--- config.mk ---
export PLATFORM = sky130hd
export DESIGN_NAME = sequenciador_cozimento_flat
export DESIGN_NICKNAME = d
export VERILOG_FILES = /design/src/rtl/sequenciador_cozimento_pkg.sv /design/src/rtl/sequenciador_cozimento_if.sv /design/src/rtl/sequenciador_cozimento_contador_bcd_regressivo.sv /design/src/rtl/sequenciador_cozimento.sv /design/src/flat_wrapper.sv
export SDC_FILE = /design/constraint.sdc
export NUM_CORES = 1
export LEC_CHECK = 0
export ABC_AREA = 1
export BUFFER_PORTS_ARGS = -buffer_cell sky130_fd_sc_hd__buf_2
export CELL_PAD_IN_SITES_DETAIL_PLACEMENT = 1
export CELL_PAD_IN_SITES_GLOBAL_PLACEMENT = 1
export CORE_UTILIZATION = 35
export CTS_CLUSTER_SIZE = 20
export DETAILED_ROUTE_END_ITERATION = 16
export GPL_ROUTABILITY_DRIVEN = 1
export HOLD_SLACK_MARGIN = 0.06
export PLACE_DENSITY = 0.72
export SETUP_SLACK_MARGIN = 0.4
export SLEW_MARGIN = 20
export SYNTH_ARGS = -nofsm -noshare
export SYNTH_HDL_FRONTEND = slang
export SYNTH_SLANG_ARGS = --single-unit
--- constraint.sdc ---
create_clock -name clock -period 2.1 [get_ports clock]
set_clock_uncertainty 0.2 [all_clocks]
set_input_delay 0.42 -clock clock [delete_from_list [all_inputs] [get_ports clock]]
set_output_delay 0.42 -clock clock [all_outputs]
set_load 0.01 [all_outputs]
--- src/rtl/sequenciador_cozimento_pkg.sv ---
// Shared definitions for the microwave cooking sequencer: FSM encodings and BCD constants.
package sequenciador_cozimento_pkg;

   typedef enum logic [1:0] {
      IDLE  = 2'd0,
      COOK  = 2'd1,
      PAUSE = 2'd2,
      DONE  = 2'd3
   } estado_t;

   localparam logic [3:0] ZERO = 4'd0;
   localparam logic [3:0] NINE = 4'd9;
   localparam logic [3:0] FIVE = 4'd5;

   localparam int NUM_DIG = 4;

   // Digit order inside the packed time word: [3]=min_tens .. [0]=sec_ones.
   typedef logic [NUM_DIG-1:0][3:0] tempo_t;

   function automatic logic is_bcd(input logic [3:0] d);
      return d <= NINE;
   endfunction

endpackage

--- src/rtl/sequenciador_cozimento_if.sv ---
// Front-end / magnetron / display signal bundle for the cooking sequencer.
interface sequenciador_cozimento_if;
   logic       tick_1hz;
   logic       startn;
   logic       stopn;
   logic       clearn;
   logic       door_closed;
   logic       key_valid;
   logic [3:0] key_digit;
   logic [3:0] min_tens;
   logic [3:0] min_ones;
   logic [3:0] sec_tens;
   logic [3:0] sec_ones;
   logic       mag_on;
   logic       timer_done;
   logic       beep;
   logic [1:0] state;

   modport master (
      output tick_1hz, startn, stopn, clearn, door_closed, key_valid, key_digit,
      input  min_tens, min_ones, sec_tens, sec_ones, mag_on, timer_done, beep, state
   );

   modport slave (
      input  tick_1hz, startn, stopn, clearn, door_closed, key_valid, key_digit,
      output min_tens, min_ones, sec_tens, sec_ones, mag_on, timer_done, beep, state
   );
endinterface

--- src/rtl/sequenciador_cozimento_contador_bcd_regressivo.sv ---
// Four-digit MM:SS BCD down-counter with clear, keypad shift-in and decrement.
module contador_bcd_regressivo
   import sequenciador_cozimento_pkg::*;
(
   input  logic       clock,
   input  logic       resetn,
   input  logic       clr,
   input  logic       load,
   input  logic [3:0] digit_in,
   input  logic       dec,
   output tempo_t     digits,
   output logic       zero,
   output logic       last
);

   assign zero = (digits == '0);
   // Only 00:01 can step to 00:00, so the FSM can enter DONE on the same tick.
   assign last = (digits == tempo_t'(16'h0001));

   always_ff @(posedge clock or negedge resetn) begin
      if (!resetn) begin
         digits <= '0;
      end else if (clr) begin
         digits <= '0;
      end else if (load) begin
         digits <= {digits[2:0], digit_in};
      end else if (dec && !zero) begin
         if (digits[0] != ZERO)
            digits[0] <= digits[0] - 4'd1;
         else if (digits[1] != ZERO)
            digits[1:0] <= {digits[1] - 4'd1, NINE};
         else if (digits[2] != ZERO)
            digits[2:0] <= {digits[2] - 4'd1, FIVE, NINE};
         else
            digits <= {digits[3] - 4'd1, NINE, FIVE, NINE};
      end
   end

endmodule

--- src/rtl/sequenciador_cozimento.sv ---
// Cooking sequencer: button edge detect, cook/pause/done FSM, beep timing and magnetron gating.
module sequenciador_cozimento
   import sequenciador_cozimento_pkg::*;
#(
   parameter int BEEP_TICKS = 3
) (
   input  logic                      clock,
   input  logic                      resetn,
   sequenciador_cozimento_if.slave   bus
);

   localparam logic [3:0] BEEP_LAST = 4'(BEEP_TICKS - 1);

   estado_t    state_q;
   logic       start_q, stop_q, clear_q;
   logic       done_q, beep_q;
   logic [3:0] beep_cnt;
   tempo_t     digits;
   logic       zero, last;
   logic       start_e, stop_e, clear_e, any_e;
   logic       clr, load, dec;

   assign start_e = start_q & ~bus.startn;
   assign stop_e  = stop_q  & ~bus.stopn;
   assign clear_e = clear_q & ~bus.clearn;
   assign any_e   = start_e | stop_e | clear_e;

   assign clr  = clear_e | ((state_q == PAUSE) & stop_e);
   assign load = (state_q == IDLE) & bus.key_valid & is_bcd(bus.key_digit);
   assign dec  = (state_q == COOK) & bus.tick_1hz;

   contador_bcd_regressivo u_contador (
      .clock    (clock),
      .resetn   (resetn),
      .clr      (clr),
      .load     (load),
      .digit_in (bus.key_digit),
      .dec      (dec),
      .digits   (digits),
      .zero     (zero),
      .last     (last)
   );

   always_ff @(posedge clock or negedge resetn) begin
      if (!resetn) begin
         state_q  <= IDLE;
         start_q  <= 1'b1;
         stop_q   <= 1'b1;
         clear_q  <= 1'b1;
         done_q   <= 1'b0;
         beep_q   <= 1'b0;
         beep_cnt <= '0;
      end else begin
         start_q <= bus.startn;
         stop_q  <= bus.stopn;
         clear_q <= bus.clearn;
         case (state_q)
            IDLE: begin
               if (!clear_e && start_e && bus.door_closed && !zero)
                  state_q <= COOK;
            end
            COOK: begin
               if (clear_e) begin
                  state_q <= IDLE;
               end else if (bus.tick_1hz && last) begin
                  // Reaching 00:00 outranks a concurrent stop or door open.
                  state_q  <= DONE;
                  done_q   <= 1'b1;
                  beep_q   <= 1'b1;
                  beep_cnt <= '0;
               end else if (stop_e || !bus.door_closed) begin
                  state_q <= PAUSE;
               end
            end
            PAUSE: begin
               if (clear_e || stop_e)
                  state_q <= IDLE;
               else if (start_e && bus.door_closed)
                  state_q <= COOK;
            end
            DONE: begin
               if (any_e || (bus.tick_1hz && beep_cnt == BEEP_LAST)) begin
                  state_q <= IDLE;
                  done_q  <= 1'b0;
                  beep_q  <= 1'b0;
               end else if (bus.tick_1hz) begin
                  beep_cnt <= beep_cnt + 4'd1;
               end
            end
            default: state_q <= IDLE;
         endcase
      end
   end

   assign bus.min_tens   = digits[3];
   assign bus.min_ones   = digits[2];
   assign bus.sec_tens   = digits[1];
   assign bus.sec_ones   = digits[0];
   assign bus.state      = state_q;
   assign bus.timer_done = done_q;
   assign bus.beep       = beep_q;
   // Door opening cuts the magnetron immediately, ahead of the PAUSE transition.
   assign bus.mag_on     = (state_q == COOK) & bus.door_closed;

endmodule

--- src/flat_wrapper.sv ---
// flat-port wrapper written by rule: the top's interface ports become plain ports
module sequenciador_cozimento_flat import sequenciador_cozimento_pkg::*;
#(
   parameter int BEEP_TICKS = 3
)
  (clock, resetn, bus_tick_1hz, bus_startn, bus_stopn, bus_clearn, bus_door_closed, bus_key_valid, bus_key_digit, bus_min_tens, bus_min_ones, bus_sec_tens, bus_sec_ones, bus_mag_on, bus_timer_done, bus_beep, bus_state);
  sequenciador_cozimento_if bus_i ();
  input  logic clock;
  input  logic resetn;
  input wire logic [$bits(bus_i.tick_1hz)-1:0] bus_tick_1hz;
  input wire logic [$bits(bus_i.startn)-1:0] bus_startn;
  input wire logic [$bits(bus_i.stopn)-1:0] bus_stopn;
  input wire logic [$bits(bus_i.clearn)-1:0] bus_clearn;
  input wire logic [$bits(bus_i.door_closed)-1:0] bus_door_closed;
  input wire logic [$bits(bus_i.key_valid)-1:0] bus_key_valid;
  input wire logic [$bits(bus_i.key_digit)-1:0] bus_key_digit;
  output wire logic [$bits(bus_i.min_tens)-1:0] bus_min_tens;
  output wire logic [$bits(bus_i.min_ones)-1:0] bus_min_ones;
  output wire logic [$bits(bus_i.sec_tens)-1:0] bus_sec_tens;
  output wire logic [$bits(bus_i.sec_ones)-1:0] bus_sec_ones;
  output wire logic [$bits(bus_i.mag_on)-1:0] bus_mag_on;
  output wire logic [$bits(bus_i.timer_done)-1:0] bus_timer_done;
  output wire logic [$bits(bus_i.beep)-1:0] bus_beep;
  output wire logic [$bits(bus_i.state)-1:0] bus_state;
  assign bus_i.tick_1hz = bus_tick_1hz;
  assign bus_i.startn = bus_startn;
  assign bus_i.stopn = bus_stopn;
  assign bus_i.clearn = bus_clearn;
  assign bus_i.door_closed = bus_door_closed;
  assign bus_i.key_valid = bus_key_valid;
  assign bus_i.key_digit = bus_key_digit;
  assign bus_min_tens = bus_i.min_tens;
  assign bus_min_ones = bus_i.min_ones;
  assign bus_sec_tens = bus_i.sec_tens;
  assign bus_sec_ones = bus_i.sec_ones;
  assign bus_mag_on = bus_i.mag_on;
  assign bus_timer_done = bus_i.timer_done;
  assign bus_beep = bus_i.beep;
  assign bus_state = bus_i.state;
  sequenciador_cozimento #(.BEEP_TICKS(BEEP_TICKS)) u_core (.clock(clock), .resetn(resetn), .bus(bus_i));
endmodule
Word-level counts from Yosys, hierarchy flattened
Cells that the tools add are included.

storage, ports and cells
  register bits = 26
  bits in latches = 0
  RAM bits = 0
  bits in read-only memories = 0
  input bits = 12
  logic and storage cells = 98
  memories kept = 0

cells by class
  add/subtract/negate cells = 5
  multipliers = 0
  div/mod/pow operators = 0
  $lt $le $gt $ge = 1
  equal/unequal tests = 16
  shifts and indexed selects = 0
  muxes and demuxes = 26
  bitwise operators = 14
  reductions and logical operators = 26

operator list
  cell                   count
  $mux W16               3
  $mux W12               2
  $mux W4                6
  $eq A16 B1 Y1 const B  1
  $logic_not A16 Y1      1
  $mux W8                2
  $sub A4 B1 Y4 const B  4
  $mux W2                7
  $reduce_and A4 Y1      3
  $reduce_bool A4 Y1     3
  $ne A2 B2 Y1 const B   5
  $ne A3 B1 Y1 const B   3
  $and A1 B1 Y1          8
  $pmux W2 S4            1
  $pmux W4 S2            1
  $logic_and A1 B1 Y1    7
  $reduce_and A5 Y1      1
  $add A4 B1 Y4 const B  1
  $eq A2 B2 Y1 const B   2
  $eq A4 B2 Y1 const B   1
  $le A4 B4 Y1 const B   1
  $ne A4 B3 Y1 const B   1
  $logic_not A1 Y1       3
  $logic_or A1 B1 Y1     3
  12 further kinds       18

Depth between registers and ports, before layout
  word-level depth = 8
  mapped depth = 10
  mapped depth without buffers = 10

Modules after synthesis
From an unflattened synthesis, not the netlist that was laid out.

unflattened totals
  cell total of the unflattened synthesis = 259
  area total of the unflattened synthesis = 1779.2 µm²

modules (own cells, without submodules)
  module                   instances  cells an instance  area each (µm²)  sequential area each (µm²)
  contador_bcd_regressivo  1          166                1127.3           400.4
  sequenciador_cozimento   1          93                 651.9            254.0

Least setup slack after synthesis
OpenSTA, ideal clock, no wires.

  path type = register to register
  start = register u_core.u_contador.digits[12] (netlist name)
  end = register u_core.u_contador.digits[14] (netlist name)
  data arrival time = 1392 ps
  data required time = 1835 ps
  slack = 443 ps
  cell stages (with the launch flop) = 10
  path buffers = 1
  path through = dfrtp_1 > inv_1 > ha_1 > nand2_1 > nor2_4 > nand3b_2 > nand2_2 > buf_6 > nand3_2 > nand2_1

between the ends
  cells in the longest elaborated chain, start to end = 7

RTL lines
  element                   line                                                  text
  start: declaration        sequenciador_cozimento_contador_bcd_regressivo.sv:11  output tempo_t digits,
  start signal: assignment  sequenciador_cozimento_contador_bcd_regressivo.sv:26  digits <= {digits[2:0], digit_in};
  start signal: assignment  sequenciador_cozimento_contador_bcd_regressivo.sv:35  digits <= {digits[3] - 4'd1, NINE, FIVE, NINE};
  $sub A4 B1 Y4             sequenciador_cozimento_contador_bcd_regressivo.sv:35
  $mux W4                   sequenciador_cozimento_contador_bcd_regressivo.sv:32  else if (digits[2] != ZERO)
  $mux W8                   sequenciador_cozimento_contador_bcd_regressivo.sv:30  else if (digits[1] != ZERO)
  $mux W12                  sequenciador_cozimento_contador_bcd_regressivo.sv:28  if (digits[0] != ZERO)
  $mux W16                  sequenciador_cozimento_contador_bcd_regressivo.sv:27  end else if (dec && !zero) begin
  $mux W16                  sequenciador_cozimento_contador_bcd_regressivo.sv:25  end else if (load) begin
  $mux W16                  sequenciador_cozimento_contador_bcd_regressivo.sv:23  end else if (clr) begin

Several ways; a longest one is shown, not always the timed one. The select of a mux whose other input is x is not followed.
A chain may end at the register's enable or synchronous reset.

Worst setup path in the final report
  start = register u_core.u_contador.digits[14] (netlist name)
  end = register u_core.u_contador.digits[2] (netlist name)

between the ends
  cells in the longest elaborated chain, start to end = 4

RTL lines
  element                       line                                                  text
  $logic_not A16 Y1             sequenciador_cozimento_contador_bcd_regressivo.sv:16  assign zero = (digits == '0);
  $logic_not A1 Y1              sequenciador_cozimento_contador_bcd_regressivo.sv:27
  $logic_and A1 B1 Y1           sequenciador_cozimento_contador_bcd_regressivo.sv:27
  $reduce_bool A3 Y1 (no line)  n/a

Every way passes these cells.

==> results_dict.tcl <==
set metrics [dict create \
    period_minus_slack_ns 1.809 \
    post-route-cell-area_um2 2681 \
    yosysTopAreaCellShare_pct 31.66 \
    std_cell_rows 25 \
    instances_no_fill 392 \
    port_buffers 32 \
    holdCritPathClass "input pin to flip-flop" \
    first_pass_grt_wire_length_um 9114 \
    final_min_period_over_clock_period_pct 86.13 \
    synth.cells.most_frequent "69 x nand2_1, 33 x nand3_1, 26 x inv_1, 23 x dfrtp_1, 22 x nor2_1" \
    num_antenna_cells 0 \
    cts-root-to-sink-buffers 2 \
    top_level_ports 33 \
    effective_utilization_at_floorplan_pct 37.50 \
    combinational_fraction_of_design_power_pct 66.9 \
    met3_usage_pct 2.439 \
    cts_num_sinks 26 \
    initial_antenna_violation_count 0 \
    yosys.cell_count.top_type "nand2_1" \
    total_wirelength_of_the_detailed_routed_design_um 6554 \
    cts.reportedPaths.clkPinSlew_ns 0.11 \
    clock_tree.root_cell "clkbuf_8" \
    die_height_um 74.07 \
    cp_max_stage_cell "dfrtp_2" \
    slew_violations 0 \
    power_per_cell_area_nw_per_um2 1418 \
    critPathMostFrequentCell "nand2_2" \
    ff2ff_path_depth 8 \
    worst_setup_path_start_kind "flip-flop" \
    drv_cap 0 \
    synth_area_per_cell_um2 7.214 \
    total_of_warnings_raised_by_yosys 0 \
    leakage_nw 1.368 \
    post_synth_xor_area_fraction_pct 3.372 \
    setup.worst_path.start "u_core.u_contador.digits[14]" \
    sum_of_negative_setup_slack_ns 0 \
    timing.critical_path.cells "nor2_1, nand2_2, nor2_4, nand2_1, nand2_2, nand2_4, nand3_1, o21ai_1" \
    use_met2_pct 36.87 \
    post_synth_num_cell_types 29 \
    critical_path_required_ns 2.07 \
    ant_nets 0 \
    report.final.hold_viol_count 0 \
    cts_tree "built" \
    synth_fa_ha_area_share_pct 2.753 \
    critical-path-max-stage-delay_ns 0.45 \
    setup.worst_path.class "flip-flop to flip-flop" \
    placed_cell_area_um2 2091 \
    fmax_mhz 552.9 \
    detailroute.via_count 1959 \
    grt_usage_pct 21.96 \
    worst_setup_path_endpoint "u_core.u_contador.digits[2]" \
    power.ir.vdd_worst_v 0.0005076 \
    detailed_route_wire_length_per_cell_um 16.72 \
    report.final.setup_viol 0 \
    netlist_instances 252 \
    top_area_cells_in_the_synthesized_netlist "dfrtp_1 32%, nand2_1 14%, nand3_1 9.1%" \
    reg2reg_setup_slack_ns 0.29 \
    syn-num-nets 268 \
    dpl.hpwl_um 3923 \
    p_sw_share_pct 49.37 \
    run_status "finished clean" \
    dieArea_um2 5486 \
    netSwitchingPower_mw 1.877 \
    h_tree_levels 1 \
    area.growth.synth_to_final_pct 47.49 \
    globalRouteOverflowTotal 0 \
    finalCoreUtilization_pct 55.30 \
    clk_latency_ns 0.28 \
    core_area_um2 4848 \
    power_mw 3.801 \
    p_clk_share_pct 9.4 \
    firstDrtPassIters 4 \
    pin_count_of_the_biggest_net_entering_global_routing 27 \
    post-place-cells 355 \
    drc 0 \
    post_synth_and_or_nand_nor_area_fraction_pct 38.40 \
    synth_compound_gate_area_share_pct 11.29 \
    grtUsageMet1_pct 29.63 \
    cts_inserted_buffers 3 \
    global_route.peak_usage_layer "met2" \
    worstPathMaxFanout 9 \
    synthesis.area_um2 1818 \
    number_of_design_rule_violations_left_by_the_first_detailed_router_iteration 104 \
    worstPathArrival_ns 1.78 \
    synthDominantAreaCellType "dfrtp_1" \
    cellInternalPower_mw 1.924 \
    ys_seq_area_share_pct 35.99 \
    slew-limit-headroom_pct 55.83 \
    final_nets 342 \
    number_of_synthesized_flops_with_an_enable_pin 0 \
    synth.ff_latch_count 26 \
    r2r-start "u_core.u_contador.digits[14]" \
    synth_mux_area_share_pct 0 \
    rsz0062_at_grt "yes" \
    die_width_um 74.07 \
    seqPwrFrac_pct 23.8 \
    drt-vias-per-instance 4.997 \
    combinational_family_with_the_most_area_after_synthesis "simple AND/OR/NAND/NOR gates" \
    fraction_of_registers_with_async_set_reset_pct 100.0 \
    grt_pass1_vias 1891 \
    worstReg2RegEnd "u_core.u_contador.digits[2]" \
    min_delay_path_depth 3 \
    place_congestion 0.8071 \
    setup.worst_path.end_class "flip-flop" \
    max_slew.worst_pin.slew_ns 0.6625 \
    final_layout_size_suffix_gt1_share_pct 44.92 \
    synth_top_flop_cell "dfrtp_1" \
]
==> power by group through the flow <==
stage	Combinational, mW	Sequential, mW	Clock (mW)
finish	2.54	0.903	0.356
detailed placement	1.77	0.856	0
global route	2.75	0.923	0.376
floorplan	1.12	0.929	0
global placement	1.73	0.853	0
CTS	2.06	0.881	0.357
==> through the flow <==
stage | hold WS, ns | setup WS [ns]
2_1_floorplan | -0.07559 | 0.4435
3_3_place_gp | 0.2737 | 0.1792
3_5_place_dp | 0.2910 | 0.1512
4_1_cts | 0.2643 | 0.3699
5_1_grt | 0.2889 | 0.2313
6_report | 0.2896 | 0.2913
==> repair_timing <==
item | CTS | global route
hold endpoints to repair | 26 | 0
pin swaps | 7 | 17
endpoints found under the setup margin | 22 | 25
setup buffers | 14 | 13
cloned | 0 | 2
resized for setup | 34 | 42
hold buffers | 4 | 0
==> kinds of logic after synthesis <==
kind of cell             count (synthesis)
buffers and inverters                   33
AND/OR/NAND/NOR                        147
flip-flops                              26
XOR/XNOR                                 7
AO/OA/AOI/OAI                           35
adder cells (fa/ha/maj)                  4
==> layer usage <==
metal	wire (um)	part of all wire (%)
met4	79	1.2
met5	0	0
met2	3336	51
met3	188	2.9
met1	2949	45
==> layout by cell type (no fill, tap or decap), types with 5 or more instances in the layout <==
cell,instances
nor2_1,15
nand2_2,13
inv_2,6
dfrtp_1,19
nand3_2,7
buf_4,32
inv_1,19
nand3_1,30
nor2_4,10
o21ai_1,5
buf_2,31
nand2_4,7
o21ai_2,6
nand2_1,57
o21ai_0,11
==> state kept, by name, summed over array words and instances (netlist names) <==
register                  cells
u_core.bus.state              2
u_core.u_contador.digits     16
u_core.stop_q                 1
u_core.start_q                1
u_core.clear_q                1
u_core.beep_cnt               4
u_core.bus.timer_done         1
==> worst max-delay path, delay by kind of cell (launching register included) <==
family	cells	cell delay, ns
AOI/OAI and AO/OA	1	0.09
DFF	1	0.45
and+or+nand+nor	7	0.95
==> worst min-delay path by stage <==
stage               slack (ns)                           to              from
floorplan                -0.08           u_core.beep_cnt[0]            resetn
detailed placement        0.29           u_core.beep_cnt[0]            resetn
global placement          0.27           u_core.beep_cnt[0]            resetn
CTS                       0.26  u_core.u_contador.digits[3]  bus_key_digit[3]
finish                    0.29  u_core.u_contador.digits[0]  bus_key_digit[0]
global route              0.29  u_core.u_contador.digits[0]  bus_key_digit[0]
==> final cells by class <==
cell class	instances	area (um^2)
fillers	612	2167
well taps	67	83.83
flip-flops and latches	26	659.4
inverters	28	118.9
repair inverters	1	7.507
multi-input cells	193	1227
repair buffers	73	529.3
clock buffers	4	55.05
No activity file was read; power rests on OpenSTA's default activity.
